`src/rtl/axi4_arbiter_2to1.sv`:
```
// axi4_arbiter_2to1
// Shares one downstream AXI4 port between two upstream masters (s0, s1).
// AW and AR are granted round-robin, and a grant is held until its handshake.
// W follows the winning AW source until its last beat. B and R are routed back
// using the source bit prepended to the downstream ID. Outstanding writes and
// reads are each capped at MAX_OUT.
// Ports:
//   clock, reset            single clock, asynchronous active-high reset
//   sN_aw/w/ar_*  (N=0,1)   upstream request channels (valid/bits in, ready out)
//   sN_b/r_*                upstream response channels (valid/bits out, ready in)
//   m_aw/w/ar_*             downstream request channels, IDs are ID_W+1 wide
//   m_b/r_*                 downstream responses, ID MSB selects the destination
module axi4_arbiter_2to1 #(
  parameter int unsigned ID_W    = 4,
  parameter int unsigned ADDR_W  = 30,
  parameter int unsigned DATA_W  = 32,
  parameter int unsigned MAX_OUT = 4
) (
  input  logic                clock,
  input  logic                reset,
  // s0
  input  logic                s0_aw_valid,
  output logic                s0_aw_ready,
  input  logic [ID_W-1:0]     s0_aw_bits_id,
  input  logic [ADDR_W-1:0]   s0_aw_bits_addr,
  input  logic                s0_aw_bits_echo_real_last,
  input  logic                s0_w_valid,
  output logic                s0_w_ready,
  input  logic [DATA_W-1:0]   s0_w_bits_data,
  input  logic [DATA_W/8-1:0] s0_w_bits_strb,
  input  logic                s0_w_bits_last,
  input  logic                s0_b_ready,
  output logic                s0_b_valid,
  output logic [ID_W-1:0]     s0_b_bits_id,
  output logic [1:0]          s0_b_bits_resp,
  output logic                s0_b_bits_echo_real_last,
  input  logic                s0_ar_valid,
  output logic                s0_ar_ready,
  input  logic [ID_W-1:0]     s0_ar_bits_id,
  input  logic [ADDR_W-1:0]   s0_ar_bits_addr,
  input  logic                s0_ar_bits_echo_real_last,
  input  logic                s0_r_ready,
  output logic                s0_r_valid,
  output logic [ID_W-1:0]     s0_r_bits_id,
  output logic [DATA_W-1:0]   s0_r_bits_data,
  output logic [1:0]          s0_r_bits_resp,
  output logic                s0_r_bits_echo_real_last,
  output logic                s0_r_bits_last,
  // s1
  input  logic                s1_aw_valid,
  output logic                s1_aw_ready,
  input  logic [ID_W-1:0]     s1_aw_bits_id,
  input  logic [ADDR_W-1:0]   s1_aw_bits_addr,
  input  logic                s1_aw_bits_echo_real_last,
  input  logic                s1_w_valid,
  output logic                s1_w_ready,
  input  logic [DATA_W-1:0]   s1_w_bits_data,
  input  logic [DATA_W/8-1:0] s1_w_bits_strb,
  input  logic                s1_w_bits_last,
  input  logic                s1_b_ready,
  output logic                s1_b_valid,
  output logic [ID_W-1:0]     s1_b_bits_id,
  output logic [1:0]          s1_b_bits_resp,
  output logic                s1_b_bits_echo_real_last,
  input  logic                s1_ar_valid,
  output logic                s1_ar_ready,
  input  logic [ID_W-1:0]     s1_ar_bits_id,
  input  logic [ADDR_W-1:0]   s1_ar_bits_addr,
  input  logic                s1_ar_bits_echo_real_last,
  input  logic                s1_r_ready,
  output logic                s1_r_valid,
  output logic [ID_W-1:0]     s1_r_bits_id,
  output logic [DATA_W-1:0]   s1_r_bits_data,
  output logic [1:0]          s1_r_bits_resp,
  output logic                s1_r_bits_echo_real_last,
  output logic                s1_r_bits_last,
  // m
  output logic                m_aw_valid,
  input  logic                m_aw_ready,
  output logic [ID_W:0]       m_aw_bits_id,
  output logic [ADDR_W-1:0]   m_aw_bits_addr,
  output logic                m_aw_bits_echo_real_last,
  output logic                m_w_valid,
  input  logic                m_w_ready,
  output logic [DATA_W-1:0]   m_w_bits_data,
  output logic [DATA_W/8-1:0] m_w_bits_strb,
  output logic                m_w_bits_last,
  input  logic                m_b_valid,
  output logic                m_b_ready,
  input  logic [ID_W:0]       m_b_bits_id,
  input  logic [1:0]          m_b_bits_resp,
  input  logic                m_b_bits_echo_real_last,
  output logic                m_ar_valid,
  input  logic                m_ar_ready,
  output logic [ID_W:0]       m_ar_bits_id,
  output logic [ADDR_W-1:0]   m_ar_bits_addr,
  output logic                m_ar_bits_echo_real_last,
  input  logic                m_r_valid,
  output logic                m_r_ready,
  input  logic [ID_W:0]       m_r_bits_id,
  input  logic [DATA_W-1:0]   m_r_bits_data,
  input  logic [1:0]          m_r_bits_resp,
  input  logic                m_r_bits_echo_real_last,
  input  logic                m_r_bits_last
);

  localparam int unsigned CNT_W = $clog2(MAX_OUT + 1);
  localparam logic [CNT_W-1:0] MaxCnt = CNT_W'(MAX_OUT);
  localparam logic [CNT_W-1:0] OneCnt = CNT_W'(1);

  localparam logic [0:0] W_IDLE  = 1'b0;
  localparam logic [0:0] W_BURST = 1'b1;

  logic [0:0]       wStateQ;
  logic             wSrcQ, awRrQ, arRrQ;
  logic             awHoldQ, arHoldQ, awHoldSrcQ, arHoldSrcQ;
  logic [CNT_W-1:0] wCntQ, wCntD, rCntQ, rCntD;

  logic awEligible, arEligible, awSrc, arSrc;
  logic awFire, arFire, wLastFire, bDec, rDec, bDst, rDst;

  // AW: a held grant overrides round-robin so the other source cannot preempt.
  assign awEligible = (wStateQ == W_IDLE) && (wCntQ < MaxCnt);
  assign awSrc = awHoldQ ? awHoldSrcQ :
                 ((s0_aw_valid && s1_aw_valid) ? awRrQ : s1_aw_valid);
  assign m_aw_valid = awEligible && (awSrc ? s1_aw_valid : s0_aw_valid);
  assign m_aw_bits_id = awSrc ? {1'b1, s1_aw_bits_id} : {1'b0, s0_aw_bits_id};
  assign m_aw_bits_addr = awSrc ? s1_aw_bits_addr : s0_aw_bits_addr;
  assign m_aw_bits_echo_real_last = awSrc ? s1_aw_bits_echo_real_last
                                          : s0_aw_bits_echo_real_last;
  assign s0_aw_ready = m_aw_valid && m_aw_ready && !awSrc;
  assign s1_aw_ready = m_aw_valid && m_aw_ready && awSrc;
  assign awFire = m_aw_valid && m_aw_ready;

  // AR: same scheme, throttled only by outstanding reads.
  assign arEligible = rCntQ < MaxCnt;
  assign arSrc = arHoldQ ? arHoldSrcQ :
                 ((s0_ar_valid && s1_ar_valid) ? arRrQ : s1_ar_valid);
  assign m_ar_valid = arEligible && (arSrc ? s1_ar_valid : s0_ar_valid);
  assign m_ar_bits_id = arSrc ? {1'b1, s1_ar_bits_id} : {1'b0, s0_ar_bits_id};
  assign m_ar_bits_addr = arSrc ? s1_ar_bits_addr : s0_ar_bits_addr;
  assign m_ar_bits_echo_real_last = arSrc ? s1_ar_bits_echo_real_last
                                          : s0_ar_bits_echo_real_last;
  assign s0_ar_ready = m_ar_valid && m_ar_ready && !arSrc;
  assign s1_ar_ready = m_ar_valid && m_ar_ready && arSrc;
  assign arFire = m_ar_valid && m_ar_ready;

  // W: locked to the source of the last granted AW while in W_BURST.
  assign m_w_valid = (wStateQ == W_BURST) && (wSrcQ ? s1_w_valid : s0_w_valid);
  assign m_w_bits_data = wSrcQ ? s1_w_bits_data : s0_w_bits_data;
  assign m_w_bits_strb = wSrcQ ? s1_w_bits_strb : s0_w_bits_strb;
  assign m_w_bits_last = wSrcQ ? s1_w_bits_last : s0_w_bits_last;
  assign s0_w_ready = (wStateQ == W_BURST) && !wSrcQ && m_w_ready;
  assign s1_w_ready = (wStateQ == W_BURST) && wSrcQ && m_w_ready;
  assign wLastFire = m_w_valid && m_w_ready && m_w_bits_last;

  // B / R: the prepended ID bit picks the upstream destination.
  assign bDst = m_b_bits_id[ID_W];
  assign s0_b_valid = m_b_valid && !bDst;
  assign s1_b_valid = m_b_valid && bDst;
  assign m_b_ready = bDst ? s1_b_ready : s0_b_ready;
  assign s0_b_bits_id = m_b_bits_id[ID_W-1:0];
  assign s1_b_bits_id = m_b_bits_id[ID_W-1:0];
  assign s0_b_bits_resp = m_b_bits_resp;
  assign s1_b_bits_resp = m_b_bits_resp;
  assign s0_b_bits_echo_real_last = m_b_bits_echo_real_last;
  assign s1_b_bits_echo_real_last = m_b_bits_echo_real_last;

  assign rDst = m_r_bits_id[ID_W];
  assign s0_r_valid = m_r_valid && !rDst;
  assign s1_r_valid = m_r_valid && rDst;
  assign m_r_ready = rDst ? s1_r_ready : s0_r_ready;
  assign s0_r_bits_id = m_r_bits_id[ID_W-1:0];
  assign s1_r_bits_id = m_r_bits_id[ID_W-1:0];
  assign s0_r_bits_data = m_r_bits_data;
  assign s1_r_bits_data = m_r_bits_data;
  assign s0_r_bits_resp = m_r_bits_resp;
  assign s1_r_bits_resp = m_r_bits_resp;
  assign s0_r_bits_echo_real_last = m_r_bits_echo_real_last;
  assign s1_r_bits_echo_real_last = m_r_bits_echo_real_last;
  assign s0_r_bits_last = m_r_bits_last;
  assign s1_r_bits_last = m_r_bits_last;

  // Decrements at zero are protocol errors and are dropped.
  assign bDec = m_b_valid && m_b_ready && (wCntQ != '0);
  assign rDec = m_r_valid && m_r_ready && m_r_bits_last && (rCntQ != '0);

  always_comb begin
    wCntD = wCntQ;
    if (awFire && !bDec) wCntD = wCntQ + OneCnt;
    else if (!awFire && bDec) wCntD = wCntQ - OneCnt;
  end

  always_comb begin
    rCntD = rCntQ;
    if (arFire && !rDec) rCntD = rCntQ + OneCnt;
    else if (!arFire && rDec) rCntD = rCntQ - OneCnt;
  end

  always_ff @(posedge clock or posedge reset) begin
    if (reset) begin
      wStateQ    <= W_IDLE;
      wSrcQ      <= 1'b0;
      awRrQ      <= 1'b0;
      arRrQ      <= 1'b0;
      awHoldQ    <= 1'b0;
      arHoldQ    <= 1'b0;
      awHoldSrcQ <= 1'b0;
      arHoldSrcQ <= 1'b0;
      wCntQ      <= '0;
      rCntQ      <= '0;
    end else begin
      wCntQ <= wCntD;
      rCntQ <= rCntD;
      if (awFire) begin
        awRrQ   <= ~awSrc;
        wSrcQ   <= awSrc;
        wStateQ <= W_BURST;
        awHoldQ <= 1'b0;
      end else begin
        if (m_aw_valid) begin
          awHoldQ    <= 1'b1;
          awHoldSrcQ <= awSrc;
        end
        if (wLastFire) wStateQ <= W_IDLE;
      end
      if (arFire) begin
        arRrQ   <= ~arSrc;
        arHoldQ <= 1'b0;
      end else if (m_ar_valid) begin
        arHoldQ    <= 1'b1;
        arHoldSrcQ <= arSrc;
      end
    end
  end

endmodule

```
`config.mk`:
```
export PLATFORM = sky130hd
export DESIGN_NAME = axi4_arbiter_2to1
export DESIGN_NICKNAME = d
export VERILOG_FILES = /design/src/rtl/axi4_arbiter_2to1.sv
export SDC_FILE = /design/constraint.sdc
export NUM_CORES = 1
export LEC_CHECK = 0
export BUFFER_PORTS_ARGS = -buffer_cell sky130_fd_sc_hd__buf_2
export CORE_AREA = 3 3 192 194
export DETAILED_ROUTE_END_ITERATION = 6
export DIE_AREA = 0 0 195 197
export SLEW_MARGIN = 10
export SYNTH_ARGS = -nofsm -noshare
export SYNTH_HDL_FRONTEND = slang
export SYNTH_SLANG_ARGS = --single-unit
```
`constraint.sdc`:
```
create_clock -name clock -period 5.6 [get_ports clock]
set_input_delay 0.84 -clock clock [delete_from_list [all_inputs] [get_ports clock]]
set_output_delay 0.84 -clock clock [all_outputs]
set_load 0.1 [all_outputs]
```
==> flow_results.xml <==
<?xml version="1.0" encoding="UTF-8"?>
<metrics>
  <group name="run">
    <metric name="maxCapViolations" unit="">0</metric>
  </group>
  <group name="clocking">
    <metric name="cts_buffer_depth" unit="">2</metric>
    <metric name="clock-sinks" unit="">14</metric>
    <metric name="clock_latency" unit="ns">0.25</metric>
    <metric name="postCtsHoldBufs" unit="">0</metric>
    <metric name="cts.htree.levels" unit="">1</metric>
    <metric name="tritoncts" unit="">yes</metric>
    <metric name="cts_made_buffers" unit="">3</metric>
    <metric name="root_buffer_master" unit="">sky130_fd_sc_hd__clkbuf_16</metric>
    <metric name="post-cts-setup-buffers" unit="">0</metric>
    <metric name="ctsResizeCount" unit="">0</metric>
    <metric name="cts.reportedPaths.clkPinSlew" unit="ns">0.05</metric>
  </group>
  <group name="finish">
    <metric name="layout.nets" unit="">839</metric>
    <metric name="final_layout_size_suffix_gt1_share" unit="%">86.6</metric>
    <metric name="final_common_cell" unit="">sky130_fd_sc_hd__buf_2</metric>
    <metric name="top_library_cells_by_usage_in_the_layout_fill_and_taps_aside" unit="">359 x sky130_fd_sc_hd__buf_2, 112 x sky130_fd_sc_hd__mux2_2, 13 x sky130_fd_sc_hd__dfrtp_1, 9 x sky130_fd_sc_hd__inv_1, 7 x sky130_fd_sc_hd__nor2_1</metric>
    <metric name="area.growth.synth_to_final" unit="%">58.9</metric>
    <metric name="multi_input_comb_area" unit="um2">1690</metric>
    <metric name="nFillCells" unit="">4097</metric>
    <metric name="final-seq-area" unit="um2">352</metric>
  </group>
  <group name="sta">
    <metric name="clock-skew-final" unit="ns">0.00100</metric>
    <metric name="tightestPinTransition" unit="ns">1.19</metric>
    <metric name="grt_setup_unrepaired" unit="">no</metric>
    <metric name="final_count_of_hold_timing_violations" unit="">0</metric>
    <metric name="layout_setup_ws" unit="ns">1.92</metric>
    <metric name="final-max-slew-violation-count" unit="">0</metric>
    <metric name="finalCriticalPeriod" unit="ns">3.68</metric>
    <metric name="min_period_over_period" unit="%">65.6</metric>
    <metric name="slew_headroom" unit="%">20.7</metric>
    <metric name="finalSetupTns" unit="ns">0</metric>
    <metric name="finalSetupViolCount" unit="">0</metric>
    <metric name="maxClockFrequency" unit="GHz">0.272</metric>
  </group>
  <group name="yosys">
    <metric name="yosys.cell_types.count" unit="">33</metric>
    <metric name="synth_xor_xnor_area_share" unit="%">1.84</metric>
    <metric name="syn_area" unit="um2">2860</metric>
    <metric name="mappedNetlistNets" unit="">584</metric>
    <metric name="synth_area_leaders" unit="">sky130_fd_sc_hd__mux2_2 44%, sky130_fd_sc_hd__buf_4 26%, sky130_fd_sc_hd__dfrtp_1 12%, sky130_fd_sc_hd__buf_2 1.6%, sky130_fd_sc_hd__fa_1 1.4%</metric>
    <metric name="synth_simple_gate_area_share" unit="%">5.34</metric>
    <metric name="synth_compound_gate_area_share" unit="%">3.54</metric>
    <metric name="synth_area_per_cell" unit="um2">9.53</metric>
    <metric name="yosys_register_bits" unit="">14</metric>
    <metric name="post_synth_fa_ha_maj_area_fraction" unit="%">2.27</metric>
    <metric name="yosysWarningCount" unit="">0</metric>
    <metric name="post_synth_mux_area_share" unit="%">45.5</metric>
    <metric name="share_of_the_synthesized_area_in_the_top_cell_type" unit="%">44.1</metric>
    <metric name="synth_top_family_by_area" unit="">multiplexers</metric>
    <metric name="yosys.area.top_type" unit="">sky130_fd_sc_hd__mux2_2</metric>
    <metric name="synthesis.instances" unit="">300</metric>
    <metric name="yosysSeqAreaShare" unit="%">12.2</metric>
  </group>
  <group name="floorplan">
    <metric name="dieWidth" unit="um">195</metric>
    <metric name="initial_utilization" unit="%">8.08</metric>
    <metric name="fp.dieArea" unit="um2">38400</metric>
    <metric name="die_h" unit="um">197</metric>
    <metric name="rows" unit="">69</metric>
    <metric name="io_pins" unit="">498</metric>
    <metric name="core_region_area" unit="um2">35400</metric>
  </group>
  <group name="placed_design">
    <metric name="portBuffers" unit="">359</metric>
    <metric name="dp_hpwl" unit="um">11100</metric>
    <metric name="pre_cts_slack" unit="ns">1.84</metric>
    <metric name="gpl.final_weighted_congestion" unit="">0.798</metric>
  </group>
  <group name="drt">
    <metric name="drt-pass1-iter-count" unit="">4</metric>
    <metric name="drc_marker_count_from_the_first_detailed_route_iteration" unit="">35</metric>
    <metric name="postRouteWirelength" unit="um">12100</metric>
    <metric name="drc" unit="">0</metric>
    <metric name="ant_nets" unit="">0</metric>
    <metric name="detailroute.via_count" unit="">3041</metric>
    <metric name="route.detailed.wl_per_inst" unit="um">11.9</metric>
    <metric name="vias_per_cell" unit="">2.99</metric>
  </group>
  <group name="setup_path">
    <metric name="start_kind" unit="">input pin</metric>
    <metric name="critical_path_arrival" unit="ns">2.84</metric>
    <metric name="rr_worst_depth" unit="">10</metric>
    <metric name="critical_path_peak_fanout" unit="">39</metric>
    <metric name="path_class" unit="">in2out</metric>
    <metric name="timing.critical_path.required" unit="ns">4.76</metric>
    <metric name="critPathCaptureType" unit="">primary output</metric>
  </group>
  <group name="pwr">
    <metric name="ir_drop" unit="uV">398</metric>
    <metric name="power.density_cell_area" unit="nW/um2">773</metric>
    <metric name="power.leakage" unit="nW">2.29</metric>
    <metric name="post-layout-total-power" unit="mW">3.51</metric>
  </group>
  <group name="global_route">
    <metric name="grt_pass1_vias" unit="">3121</metric>
    <metric name="grt-ovfl-total" unit="">0</metric>
    <metric name="global_route.usage.total" unit="%">5.61</metric>
    <metric name="grt_first_pass_wirelength" unit="um">16700</metric>
    <metric name="grt_max_degree" unit="">42</metric>
    <metric name="antenna_found_initial" unit="">1</metric>
  </group>
  <group name="min_path">
    <metric name="whs_path_depth" unit="">1</metric>
    <metric name="hold_path_class" unit="">reg2reg</metric>
  </group>
  <group name="status">
    <metric name="status" unit="">finished clean</metric>
  </group>
</metrics>
flip-flops by register name, indices dropped and copies added, names as in the netlist:
name and flops:
wStateQ 1, awHoldSrcQ 1, arHoldSrcQ 1, awRrQ 1
arRrQ 1, wCntQ 3, awHoldQ 1, wSrcQ 1
rCntQ 3, arHoldQ 1
cells by family after synthesis:
kind of cell,after synthesis
adder cells (fa/ha/maj),4
XOR/XNOR,6
flip-flops,14
AND/OR/NAND/NOR,29
buffers and inverters,118
multiplexers,116
AO/OA/AOI/OAI,13
final cells by class:
type | instances | area share [%]
flip-flops and latches | 14 | 7.74
repair buffers | 359 | 39.5
inverters | 9 | 0.743
multi-input cells | 168 | 37.2
well taps | 461 | 12.7
diodes | 2 | 0.110
clock buffers | 4 | 1.95
synthesized netlist by cell type, drive strengths merged:
master and number:
mux2 112, buf 109, dfrtp 14, inv 9, nor2 7, nand2 5, mux2i 4, nor2b 4
o21ai 4, xor2 4, and2 3, and2b 2, and3 2, fa 2, ha 2, nand3 2
o21a 2, xnor2 2, a211oi 1, a21boi 1, a21o 1, a21oi 1, a22o 1, nand2b 1
nand3b 1, nand4 1, o2bb2ai 1, o311ai 1, or3 1
where the power goes:
part / internal (mW) / switching (mW) / total (mW)
Sequential: 0.154 / 0.101 / 0.254
Clock: 0.109 / 0.0458 / 0.154
Combinational: 0.649 / 2.46 / 3.10
routing by layer:
layer,vias to the layer above,share of wire [%],GRT usage (%)
li1,1443,-,-
met1,1299,33,5.43
met2,263,51,10.5
met3,34,13,2.31
met4,2,2.5,2.24
met5,-,0.29,0.741
critical path, cell delays in order:
cell,delay [ns]
sky130_fd_sc_hd__buf_2,0.12
sky130_fd_sc_hd__and2b_1,0.18
sky130_fd_sc_hd__o21ai_4,0.87
sky130_fd_sc_hd__mux2_2,0.36
sky130_fd_sc_hd__buf_2,0.44
final timing paths:
path,start,end,slack [ns]
setup / recovery,s0_aw_valid,m_aw_bits_addr[18],1.92
hold / removal,wCntQ[2],wCntQ[2],0.51
setup reg to reg,wStateQ,wCntQ[2],3.17
hold reg to reg,wCntQ[2],wCntQ[2],0.51
max in group asynchronous,reset,wSrcQ,4.48
min in group asynchronous,reset,wCntQ[0],0.67
metrics by stage:
| stage | utilization [%] | cells | cell area [um2] | hold slack [ns] |
|---|---|---|---|---|
| after CTS | 12.8 | 1015 | 4540 | 0.513 |
| after global placement | 12.6 | 1011 | 4450 | 0.489 |
| after floorplan | - | 300 | 2860 | 0.459 |
| final | 12.8 | 1017 | 4540 | 0.512 |
| after detailed placement | 12.6 | 1011 | 4450 | 0.501 |
| after global routing | 12.8 | 1016 | 4540 | 0.528 |
Note: power is estimated with default switching activity, not from simulation.
